<file path="src/rtl/usb_dfu_flash_sequencer.sv">
// usb_dfu_flash_sequencer
// Splits one DFU DNLOAD/UPLOAD block into page-sized SPI flash bridge
// transactions, waits for the bridge to finish each page, and reports
// busy/done/error back to the DFU class state machine.
module usb_dfu_flash_sequencer #(
   parameter int          PAGE_SIZE     = 256,
   parameter int          XFER_PAGES    = 1,
   parameter logic [15:0] BASE_PAGE     = 16'h0200,
   parameter logic [15:0] LIMIT_PAGE    = 16'h0FFF,
   parameter int          RD_EOF_CYCLES = 24
) (
   input  logic        clk,
   input  logic        reset,
   input  logic        dn_start,
   input  logic        up_start,
   input  logic        abort,
   input  logic [15:0] dn_block,
   input  logic [15:0] dn_length,
   output logic        busy,
   output logic        done,
   output logic        error,
   output logic [15:0] address,
   output logic        rd_request,
   output logic        wr_request,
   input  logic        wr_busy,
   input  logic        wr_data_get,
   input  logic        rd_data_put
);

   localparam int CNT_W = $clog2(PAGE_SIZE + 1);
   localparam int GAP_W = $clog2(RD_EOF_CYCLES + 2);
   localparam logic [CNT_W-1:0] PAGE_FULL = CNT_W'(PAGE_SIZE);
   localparam logic [GAP_W-1:0] GAP_LOAD  = GAP_W'(RD_EOF_CYCLES);

   typedef enum logic [2:0] {
      S_IDLE,
      S_CHECK,
      S_W_REQ,
      S_W_WAIT,
      S_R_REQ,
      S_R_GAP,
      S_ABORT_WAIT
   } state_t;

   state_t           state_q, state_d;
   logic             busy_q, busy_d;
   logic             done_q, done_d;
   logic             error_q, error_d;
   logic [15:0]      address_q, address_d;
   logic             rd_req_q, rd_req_d;
   logic             wr_req_q, wr_req_d;
   logic [CNT_W-1:0] bytecnt_q, bytecnt_d;
   logic [15:0]      remaining_q, remaining_d;
   logic [GAP_W-1:0] gap_q, gap_d;
   logic             seen_busy_q, seen_busy_d;
   logic             abort_lo_q, abort_lo_d;
   logic             aborted_q, aborted_d;
   logic             is_read_q, is_read_d;
   logic [31:0]      page_q, page_d;

   logic [31:0]      start_page;
   logic [31:0]      pages_needed;
   logic             range_bad;
   logic [CNT_W-1:0] cnt_inc;
   logic [15:0]      rem_dec;
   logic             page_end;

   // Start page and partition bound, both in 32 bits so large block numbers cannot wrap into range
   always_comb begin
      start_page   = 32'(BASE_PAGE) + 32'(dn_block) * 32'(XFER_PAGES);
      pages_needed = (32'(remaining_q) + 32'(PAGE_SIZE - 1)) / 32'(PAGE_SIZE);
      range_bad    = (page_q + pages_needed) > (32'(LIMIT_PAGE) + 32'd1);
      cnt_inc      = bytecnt_q + CNT_W'(1);
      rem_dec      = remaining_q - 16'd1;
      page_end     = (cnt_inc == PAGE_FULL) || (rem_dec == 16'd0);
   end

   // Next-state and next-output logic for the sequencer
   always_comb begin
      state_d     = state_q;
      busy_d      = busy_q;
      done_d      = 1'b0;
      error_d     = 1'b0;
      address_d   = address_q;
      rd_req_d    = rd_req_q;
      wr_req_d    = wr_req_q;
      bytecnt_d   = bytecnt_q;
      remaining_d = remaining_q;
      gap_d       = gap_q;
      seen_busy_d = seen_busy_q;
      abort_lo_d  = abort_lo_q;
      aborted_d   = aborted_q;
      is_read_d   = is_read_q;
      page_d      = page_q;
      unique case (state_q)
         S_IDLE: begin
            busy_d = 1'b0;
            if (dn_start || up_start) begin
               state_d     = S_CHECK;
               busy_d      = 1'b1;
               is_read_d   = !dn_start;
               page_d      = start_page;
               remaining_d = dn_length;
               aborted_d   = 1'b0;
            end
         end
         S_CHECK: begin
            if (range_bad) begin
               error_d = 1'b1;
               state_d = S_IDLE;
            end else if (remaining_q == 16'd0) begin
               done_d  = 1'b1;
               state_d = S_IDLE;
            end else begin
               address_d = page_q[15:0];
               bytecnt_d = '0;
               if (is_read_q) begin
                  rd_req_d = 1'b1;
                  state_d  = S_R_REQ;
               end else begin
                  wr_req_d = 1'b1;
                  state_d  = S_W_REQ;
               end
            end
         end
         S_W_REQ: begin
            if (abort) begin
               wr_req_d   = 1'b0;
               abort_lo_d = 1'b0;
               state_d    = S_ABORT_WAIT;
            end else if (wr_data_get) begin
               bytecnt_d   = cnt_inc;
               remaining_d = rem_dec;
               if (page_end) begin
                  wr_req_d    = 1'b0;
                  seen_busy_d = 1'b0;
                  state_d     = S_W_WAIT;
               end
            end
         end
         S_W_WAIT: begin
            if (abort) begin
               abort_lo_d = 1'b0;
               state_d    = S_ABORT_WAIT;
            end else if (seen_busy_q && !wr_busy) begin
               if (remaining_q != 16'd0) begin
                  address_d = address_q + 16'd1;
                  bytecnt_d = '0;
                  wr_req_d  = 1'b1;
                  state_d   = S_W_REQ;
               end else begin
                  done_d  = 1'b1;
                  state_d = S_IDLE;
               end
            end else if (wr_busy) begin
               seen_busy_d = 1'b1;
            end
         end
         S_ABORT_WAIT: begin
            if (wr_busy) begin
               abort_lo_d = 1'b0;
            end else if (abort_lo_q) begin
               busy_d  = 1'b0;
               state_d = S_IDLE;
            end else begin
               abort_lo_d = 1'b1;
            end
         end
         S_R_REQ: begin
            if (abort) begin
               rd_req_d  = 1'b0;
               gap_d     = GAP_LOAD;
               aborted_d = 1'b1;
               state_d   = S_R_GAP;
            end else if (rd_data_put) begin
               bytecnt_d   = cnt_inc;
               remaining_d = rem_dec;
               if (page_end) begin
                  rd_req_d = 1'b0;
                  gap_d    = GAP_LOAD;
                  state_d  = S_R_GAP;
               end
            end
         end
         S_R_GAP: begin
            if (abort) begin
               gap_d     = GAP_LOAD;
               aborted_d = 1'b1;
            end else if (gap_q <= GAP_W'(1)) begin
               if (aborted_q) begin
                  busy_d  = 1'b0;
                  state_d = S_IDLE;
               end else if (remaining_q != 16'd0) begin
                  address_d = address_q + 16'd1;
                  bytecnt_d = '0;
                  rd_req_d  = 1'b1;
                  state_d   = S_R_REQ;
               end else begin
                  done_d  = 1'b1;
                  state_d = S_IDLE;
               end
            end else begin
               gap_d = gap_q - GAP_W'(1);
            end
         end
         default: state_d = S_IDLE;
      endcase
   end

   // State and registered outputs; reset drops both requests on the same edge
   always_ff @(posedge clk) begin
      if (reset) begin
         state_q     <= S_IDLE;
         busy_q      <= 1'b0;
         done_q      <= 1'b0;
         error_q     <= 1'b0;
         address_q   <= 16'd0;
         rd_req_q    <= 1'b0;
         wr_req_q    <= 1'b0;
         bytecnt_q   <= '0;
         remaining_q <= 16'd0;
         gap_q       <= '0;
         seen_busy_q <= 1'b0;
         abort_lo_q  <= 1'b0;
         aborted_q   <= 1'b0;
         is_read_q   <= 1'b0;
         page_q      <= 32'd0;
      end else begin
         state_q     <= state_d;
         busy_q      <= busy_d;
         done_q      <= done_d;
         error_q     <= error_d;
         address_q   <= address_d;
         rd_req_q    <= rd_req_d;
         wr_req_q    <= wr_req_d;
         bytecnt_q   <= bytecnt_d;
         remaining_q <= remaining_d;
         gap_q       <= gap_d;
         seen_busy_q <= seen_busy_d;
         abort_lo_q  <= abort_lo_d;
         aborted_q   <= aborted_d;
         is_read_q   <= is_read_d;
         page_q      <= page_d;
      end
   end

   assign busy       = busy_q;
   assign done       = done_q;
   assign error      = error_q;
   assign address    = address_q;
   assign rd_request = rd_req_q;
   assign wr_request = wr_req_q;

endmodule

</file>
<file path="config.mk">
export PLATFORM = sky130hd
export DESIGN_NAME = usb_dfu_flash_sequencer
export DESIGN_NICKNAME = d
export VERILOG_FILES = /design/src/rtl/usb_dfu_flash_sequencer.sv
export SDC_FILE = /design/constraint.sdc
export NUM_CORES = 1
export LEC_CHECK = 0
export CAP_MARGIN = 0
export CELL_PAD_IN_SITES_DETAIL_PLACEMENT = 1
export CELL_PAD_IN_SITES_GLOBAL_PLACEMENT = 1
export CORE_MARGIN = 2
export CORE_UTILIZATION = 41
export CTS_CLUSTER_DIAMETER = 40
export DETAILED_ROUTE_END_ITERATION = 10
export PLACE_DENSITY_LB_ADDON = 0.1
export SYNTH_ARGS = -nofsm -noshare
export SYNTH_HDL_FRONTEND = slang
export SYNTH_SLANG_ARGS = --single-unit
</file>
<file path="constraint.sdc">
create_clock -name clk -period 5.45 [get_ports clk]
set_input_delay 0.8175 -clock clk [delete_from_list [all_inputs] [get_ports clk]]
set_output_delay 0.8175 -clock clk [all_outputs]
set_load 0.05 [all_outputs]
</file>
==> results of run 1 <==
[registers in the layout (all words and copies together) (netlist names)]
name         count
bytecnt_q        9
done             1
aborted_q        1
page_q          17
wr_request       1
is_read_q        1
rd_request       1
state_q          3
abort_lo_q       1
busy             1
error            1
remaining_q     16
address         16
gap_q            5
seen_busy_q      1
[per-stage QoR]
step	area, sq um	instances	util, %	setup slack, ns
floorplan	5290	733	-	1.36
global placement	5980	925	47.4	0.776
detailed placement	5980	925	47.4	0.565
CTS	6270	940	49.7	0.474
global route	6270	940	49.7	0.0563
finish	6270	940	49.7	0.462
[cell type report]
cell class	count	area, sq um
flip-flops and latches	75	1500
fillers	1623	6350
repair buffers	69	663
multi-input cells	591	3530
clock buffers	13	260
inverters	18	67.6
well taps	172	215
clock inverters	2	35.0
[worst max-delay path: stages (launching register included)]
cell,delay (ns)
dfxtp_1,0.33
inv_1,0.11
ha_1,0.29
nor3b_1,0.57
nand2_1,0.22
nor2_1,0.23
nor2b_1,0.10
and3_1,0.21
ha_1,0.36
a21oi_2,0.29
o21ai_1,0.21
mux2_2,0.30
a211o_1,0.26
and4_1,0.19
a41oi_1,0.31
nand2_1,0.23
nand2_1,0.30
mux2_1,0.35
[power by group through the flow]
stage | clock network (mW) | logic, mW | registers, mW
CTS | 0.632 | 1.80 | 0.928
global route | 0.651 | 2.00 | 0.953
finish | 0.620 | 1.80 | 0.931
floorplan | 0 | 1.30 | 0.884
detailed placement | 0 | 1.78 | 0.936
global placement | 0 | 1.72 | 0.927
[per-layer routing]
metal | share of wire, % | track usage (%) | up-vias
met5 | 0 | 0 | -
met3 | 2.7 | 3.10 | 29
met2 | 48 | 44.2 | 111
met4 | 3.2 | 11.3 | 0
met1 | 46 | 31.7 | 2784
li1 | - | - | 2746
[Yosys cell counts, types with 5 or more instances]
| cell | number | area (sq um) |
|---|---|---|
| inv_1 | 18 | 67.6 |
| nor4_1 | 8 | 50.1 |
| and4_1 | 7 | 61.3 |
| nand2_1 | 84 | 315 |
| a211oi_1 | 17 | 128 |
| o21a_1 | 6 | 45.0 |
| nand4_1 | 7 | 43.8 |
| clkbuf_1 | 39 | 146 |
| nor2_1 | 79 | 297 |
| ha_1 | 17 | 213 |
| nor3b_1 | 7 | 52.6 |
| and3_1 | 12 | 75.1 |
| dfxtp_1 | 75 | 1500 |
| o31ai_1 | 11 | 82.6 |
| or3_1 | 5 | 31.3 |
| xor2_1 | 5 | 43.8 |
| o21ai_1 | 14 | 70.1 |
| a31oi_1 | 9 | 56.3 |
| nand3_1 | 30 | 150 |
| o211ai_1 | 7 | 52.6 |
| xnor2_1 | 14 | 123 |
| and2_1 | 5 | 31.3 |
| a22oi_1 | 14 | 105 |
| or2_2 | 5 | 31.3 |
| o21ai_0 | 41 | 205 |
| nand2b_1 | 8 | 50.1 |
| o2111ai_1 | 5 | 43.8 |
| mux2i_1 | 6 | 60.1 |
| nor3_1 | 25 | 125 |
| a21oi_1 | 69 | 345 |
| nor2b_1 | 15 | 93.8 |
[worst max path at each step]
| stage | start | to | depth (start not counted) |
|---|---|---|---|
| after detailed placement | remaining_q[0] | bytecnt_q[8] | 17 |
| after CTS | remaining_q[0] | bytecnt_q[8] | 17 |
| after global placement | remaining_q[0] | bytecnt_q[8] | 17 |
| after floorplan | remaining_q[0] | address[5] | 18 |
| final | remaining_q[0] | bytecnt_q[8] | 17 |
| after global routing | remaining_q[0] | bytecnt_q[8] | 17 |
[cells by family (layout without fill, tap and decap cells)]
kind of cell	after synthesis	after routing	share of synthesized area, %
simple gates	305	305	27.9
compound gates	238	238	29.0
flops	75	75	28.4
buf+inv	67	102	5.06
xor+xnor	19	19	3.14
fa+ha+maj	18	18	4.40
mux	11	11	2.20
==> metrics.csv, run 1 <==
metric,value,unit
Clock Skews,0.00957,ns
Worst Hold End,page_q[16],
"Async S/R FF share, synth",0,%
hold depth,2,
hold_sp,page_q[16],
layout cells sized above 1,4.95,%
Clock Path Buffers,2,
row count,41,
Clock Latency Late Sink,0.35,ns
Placer Congestion,0.920,
hold_buf cts,0,
CTS sink count,75,
setup violators final,0,
# diodes,0,
post-synthesis sequential area ratio,28.4,%
f_max,201,MHz
top_reg_cell synth,dfxtp_1,
number of flops mapped to enable cells by yosys,0,
outcome,finished clean,
CTS tree,built,
Die H,118,um
grt ovf,0,
Post-CTS Resized,0,
CTS H-tree depth,3,
post-route setup TNS,0,ns
clock network power share,18.5,%
worst vdd ir,0.272,mV
post-layout min period,4.99,ns
switching part of the total,48.8,%
worst-path maximum fanout,7,
Power Density,534,mW/mm^2
R2R depth,17,
vias per inst,6.03,
Clock transition at path regs,0.06,ns
R2R Setup Slk,0.46,ns
IO Pins,61,
max_cap viols,0,
DRC violations left,0,
Avg WL per Cell,18.5,um
largest net degree at the start of global routing,44,
Core ar.,0.0126,sq mm
vias in the first global route,5726,
post-synthesis cell area,0.00529,sq mm
final wirelength,17.4,mm
Yosys reg bits,75,
HP Class,flop to flop,
Post-Syn Instances,733,
most frequent cells in the layout,"nand2_1 (84), nor2_1 (79), dfxtp_1 (75)",
detailed placement HPWL,12.6,mm
critical path startpoint category,flop,
Total GRT Usage,25.5,%
Power Total,3.35,mW
average size of a mapped cell,7.22,sq um
Synth cell types,68,
Die ar.,0.0138,sq mm
Comb pwr share,53.7,%
first-pass GRT wire length,29.0,mm
unrepaired setup endpoints after global routing,no,
setup bufs post-CTS,0,
Fin. Hold Viols,0,
Slew HR,37.5,%
Nets,822,
critical path arrival,5.22,ns
fin. max-slew vios,0,
Initial DRC Count,337,
P_int,1.72,mW
FF-to-FF End,bytecnt_q[8],
CTS Root Cell,clkbuf_16,
Die W,118,um
Reg power frac,27.8,%
WS Path Type,flop to flop,
worst endpoint required time,5.68,ns
TritonCTS buffer count,9,
hold slack,0.476,ns
crit path capture type,flop,
fin crit share,91.5,%
Area Overhead vs Synth,18.6,%
synthesis warning total,0,
switching power,1.63,mW
reg2reg start,remaining_q[0],
post-route ant nets,0,
Initial Util,41.9,%
PortBufs,60,
initial antenna violation count,0,
via count,5670,
drt first pass iters,5,
"commonest non-fill, non-tap cell in the layout",nand2_1,
syn nets,791,
Slew @ Worst Pin,0.938,ns
LEAKAGE,2.27,nW
Power figures use the tool's default switching activity.
==> inputs of run 2 (changes only) <==
--- a/config.mk
+++ b/config.mk
@@ -9,7 +9,7 @@
 export CELL_PAD_IN_SITES_DETAIL_PLACEMENT = 1
 export CELL_PAD_IN_SITES_GLOBAL_PLACEMENT = 1
 export CORE_MARGIN = 2
-export CORE_UTILIZATION = 41
+export CORE_UTILIZATION = 45
 export CTS_CLUSTER_DIAMETER = 40
 export DETAILED_ROUTE_END_ITERATION = 10
 export PLACE_DENSITY_LB_ADDON = 0.1
==> constraint.sdc (replaced) <==
create_clock -name clk -period 6.2 [get_ports clk]
set_input_delay 0.93 -clock clk [delete_from_list [all_inputs] [get_ports clk]]
set_output_delay 0.93 -clock clk [all_outputs]
set_load 0.05 [all_outputs]
==> run 2 against run 1 <==
  * Design area is 1.4% lower
  * Critical path depth is the same
  * Hold slack improved by 0.022 ns
  * Sequential power shrank 11%
  * Register-to-register slack better by 0.48 ns
  * Clock skew fell by 0.0043 ns
  * Count of clock-buffer cells in the layout shrank 1
  * Power is 14% lower
  * Critical path type unchanged
  * Largest power group unchanged
==> metrics.csv, run 2 (synthesis results as in run 1) <==
metric,value,unit,change
CP Cell Sequence,"inv_1, ha_1, nor3b_1, nand2_1, nor2_1, nor2b_1, and3_1, ha_1, a21oi_2, o21ai_1, mux2_2, a211o_1, and4_1, a41o_1, o311ai_4, or2_2, a21oi_1",,"was inv_1, ha_1, nor3b_1, nand2_1, nor2_1, nor2b_1, and3_1, ha_1, a21oi_2, o21ai_1, mux2_2, a211o_1, and4_1, a41oi_1, nand2_1, nand2_1, mux2_1"
detailed placement HPWL,12.3,mm,was 12.6 mm
slowest cell delay on critical path,0.81,ns,was 0.57 ns
WS Path Type,flop to flop,,unchanged
Initial DRC Count,381,,was 337
LEAKAGE,2.24,nW,was 2.27 nW
Clock Path Buffers,2,,unchanged
hold depth,2,,unchanged
most frequent cells in the layout,"nand2_1 (84), nor2_1 (79), dfxtp_1 (75)",,unchanged
outcome,finished clean,,unchanged
Core ar.,0.0115,sq mm,was 0.0126 sq mm
Initial Util,46.1,%,was 41.9%
CTS tree,built,,unchanged
f_max,190,MHz,was 201 MHz
via count,5660,,"was 5,670"
critical path arrival,5.45,ns,was 5.22 ns
R2R depth,17,,unchanged
Avg WL per Cell,18.9,um,was 18.5 um
Post-Place Cell Area,0.00593,sq mm,was 0.00598 sq mm
Fin. Hold Viols,0,,unchanged
CTS sink count,75,,unchanged
FF-to-FF End,address[4],,was bytecnt_q[8]
vias per inst,6.25,,was 6.03
drt first pass iters,4,,was 5
TritonCTS buffer count,9,,unchanged
Die H,112,um,was 118 um
hold_buf cts,0,,unchanged
Area Overhead vs Synth,16.9,%,was 18.6%
Clock Skews,0.00524,ns,was 0.00957 ns
CP Capture Point,address[4],,was bytecnt_q[8]
post-route ant nets,0,,unchanged
max_cap viols,0,,unchanged
Slew @ Worst Pin,1.02,ns,was 0.938 ns
Total GRT Usage,27.2,%,was 25.5%
cell mode on critical path,ha_1,,was nand2_1
initial antenna violation count,0,,unchanged
max FFs per register,17,,unchanged
PortBufs,60,,unchanged
worst endpoint required time,6.39,ns,was 5.68 ns
Biggest register,page_q,,unchanged
vias in the first global route,5761,,"was 5,726"
CTS H-tree depth,3,,unchanged
Post-CTS Resized,0,,unchanged
# diodes,0,,unchanged
"commonest non-fill, non-tap cell in the layout",nand2_1,,unchanged
grt ovf,0,,unchanged
final wirelength,17.1,mm,was 17.4 mm
Power Density,464,mW/mm^2,was 534 mW/mm^2
Die ar.,0.0126,sq mm,was 0.0138 sq mm
critical path buffer and inverter count,1,,unchanged
fin crit share,84.9,%,was 91.5%
setup violators final,0,,unchanged
Clock Latency Late Sink,0.34,ns,was 0.35 ns
Die W,112,um,was 118 um
first-pass GRT wire length,28.1,mm,was 29.0 mm
Clock transition at path regs,0.06,ns,about the same
post-layout min period,5.26,ns,was 4.99 ns
HP Class,flop to flop,,unchanged
fill count,1470,,"was 1,623"
crit path capture type,flop,,unchanged
setup bufs post-CTS,0,,unchanged
worst-path maximum fanout,24,,was 7
Crit path depth,17,,unchanged
Slowest cell on crit path,o311ai_4,,was nor3b_1
row count,39,,was 41
reg2reg start,remaining_q[0],,unchanged
fin. max-slew vios,0,,unchanged
IO Pins,61,,unchanged
largest net degree at the start of global routing,78,,was 44
"delay-heaviest family, CP",compound AO/OA/AOI/OAI gates,,was simple AND/OR/NAND/NOR gates
layout cells sized above 1,4.46,%,was 4.95%
Final Cell Area,0.00618,sq mm,was 0.00627 sq mm
unrepaired setup endpoints after global routing,no,,unchanged
critical path startpoint category,flop,,unchanged
Slew HR,32.2,%,was 37.5%
post-route setup TNS,0,ns,unchanged
CTS Root Cell,clkbuf_16,,unchanged
crit path from,remaining_q[0],,unchanged
Nets,820,,was 822
DRC violations left,0,,unchanged
worst vdd ir,0.211,mV,was 0.272 mV
Placer Congestion,0.914,,was 0.920
R2R Setup Slk,0.94,ns,was 0.46 ns
[run 2: changes by cell type in the layout (fill, tap and decap cells not counted)]
cell | previous run | this run
bufinv_16 | 1 | 0
buf_4 | 9 | 7
clkinv_2 | 1 | 0
clkbuf_1 | 2 | 1
[run 2: tightest hold or removal path, stage by stage (launching register included)]
cell and delay [ns]:
dfxtp_1 0.33, nand2_1 0.06, a21oi_1 0.05
[run 2: where the power goes]
group	leakage [nW]	switching [mW]	total, mW	internal [mW]
logic	1.51	0.987	1.56	0.568
registers	0.613	0.230	0.833	0.603
clock network	0.126	0.199	0.483	0.284
[run 2: layer usage]
layer | global-route usage (%) | vias to the layer above | wire length (um)
li1 | - | 2747 | -
met1 | 32.6 | 2753 | 7350
met2 | 47.6 | 130 | 8520
met3 | 5.29 | 30 | 629
met4 | 11.5 | 0 | 579
met5 | 0 | - | 0
[run 2: final cells by class]
type	instances	area (sq um)	area share (%)
Tap cell	143	179	2.89
Timing Repair Buffer	67	648	10.5
Clock buffer	12	256	4.15
Inverter	18	67.6	1.09
Multi-Input combinational cell	591	3530	57.1
Sequential cell	75	1500	24.3
[run 2: per-stage QoR]
stage | power (mW) | worst slack [ns] | hold slack [ns] | util (%) | cells
final | 2.87 | 0.939 | 0.498 | 53.9 | 906
after global routing | 3.09 | 0.547 | 0.519 | 53.9 | 906
after CTS | 2.88 | 0.982 | 0.492 | 53.9 | 906
after detailed placement | 2.38 | 1.01 | 0.475 | 51.7 | 894
after global placement | 2.31 | 1.38 | 0.444 | 51.7 | 894
after floorplan | 1.92 | 2.11 | 0.433 | - | 733
[run 2: worst min path at each step]
stage / start / end / slack (ns)
floorplan: page_q[16] / page_q[16] / 0.43
global placement: page_q[16] / page_q[16] / 0.44
detailed placement: page_q[16] / page_q[16] / 0.47
CTS: page_q[16] / page_q[16] / 0.49
global route: page_q[16] / page_q[16] / 0.52
finish: gap_q[1] / gap_q[1] / 0.50
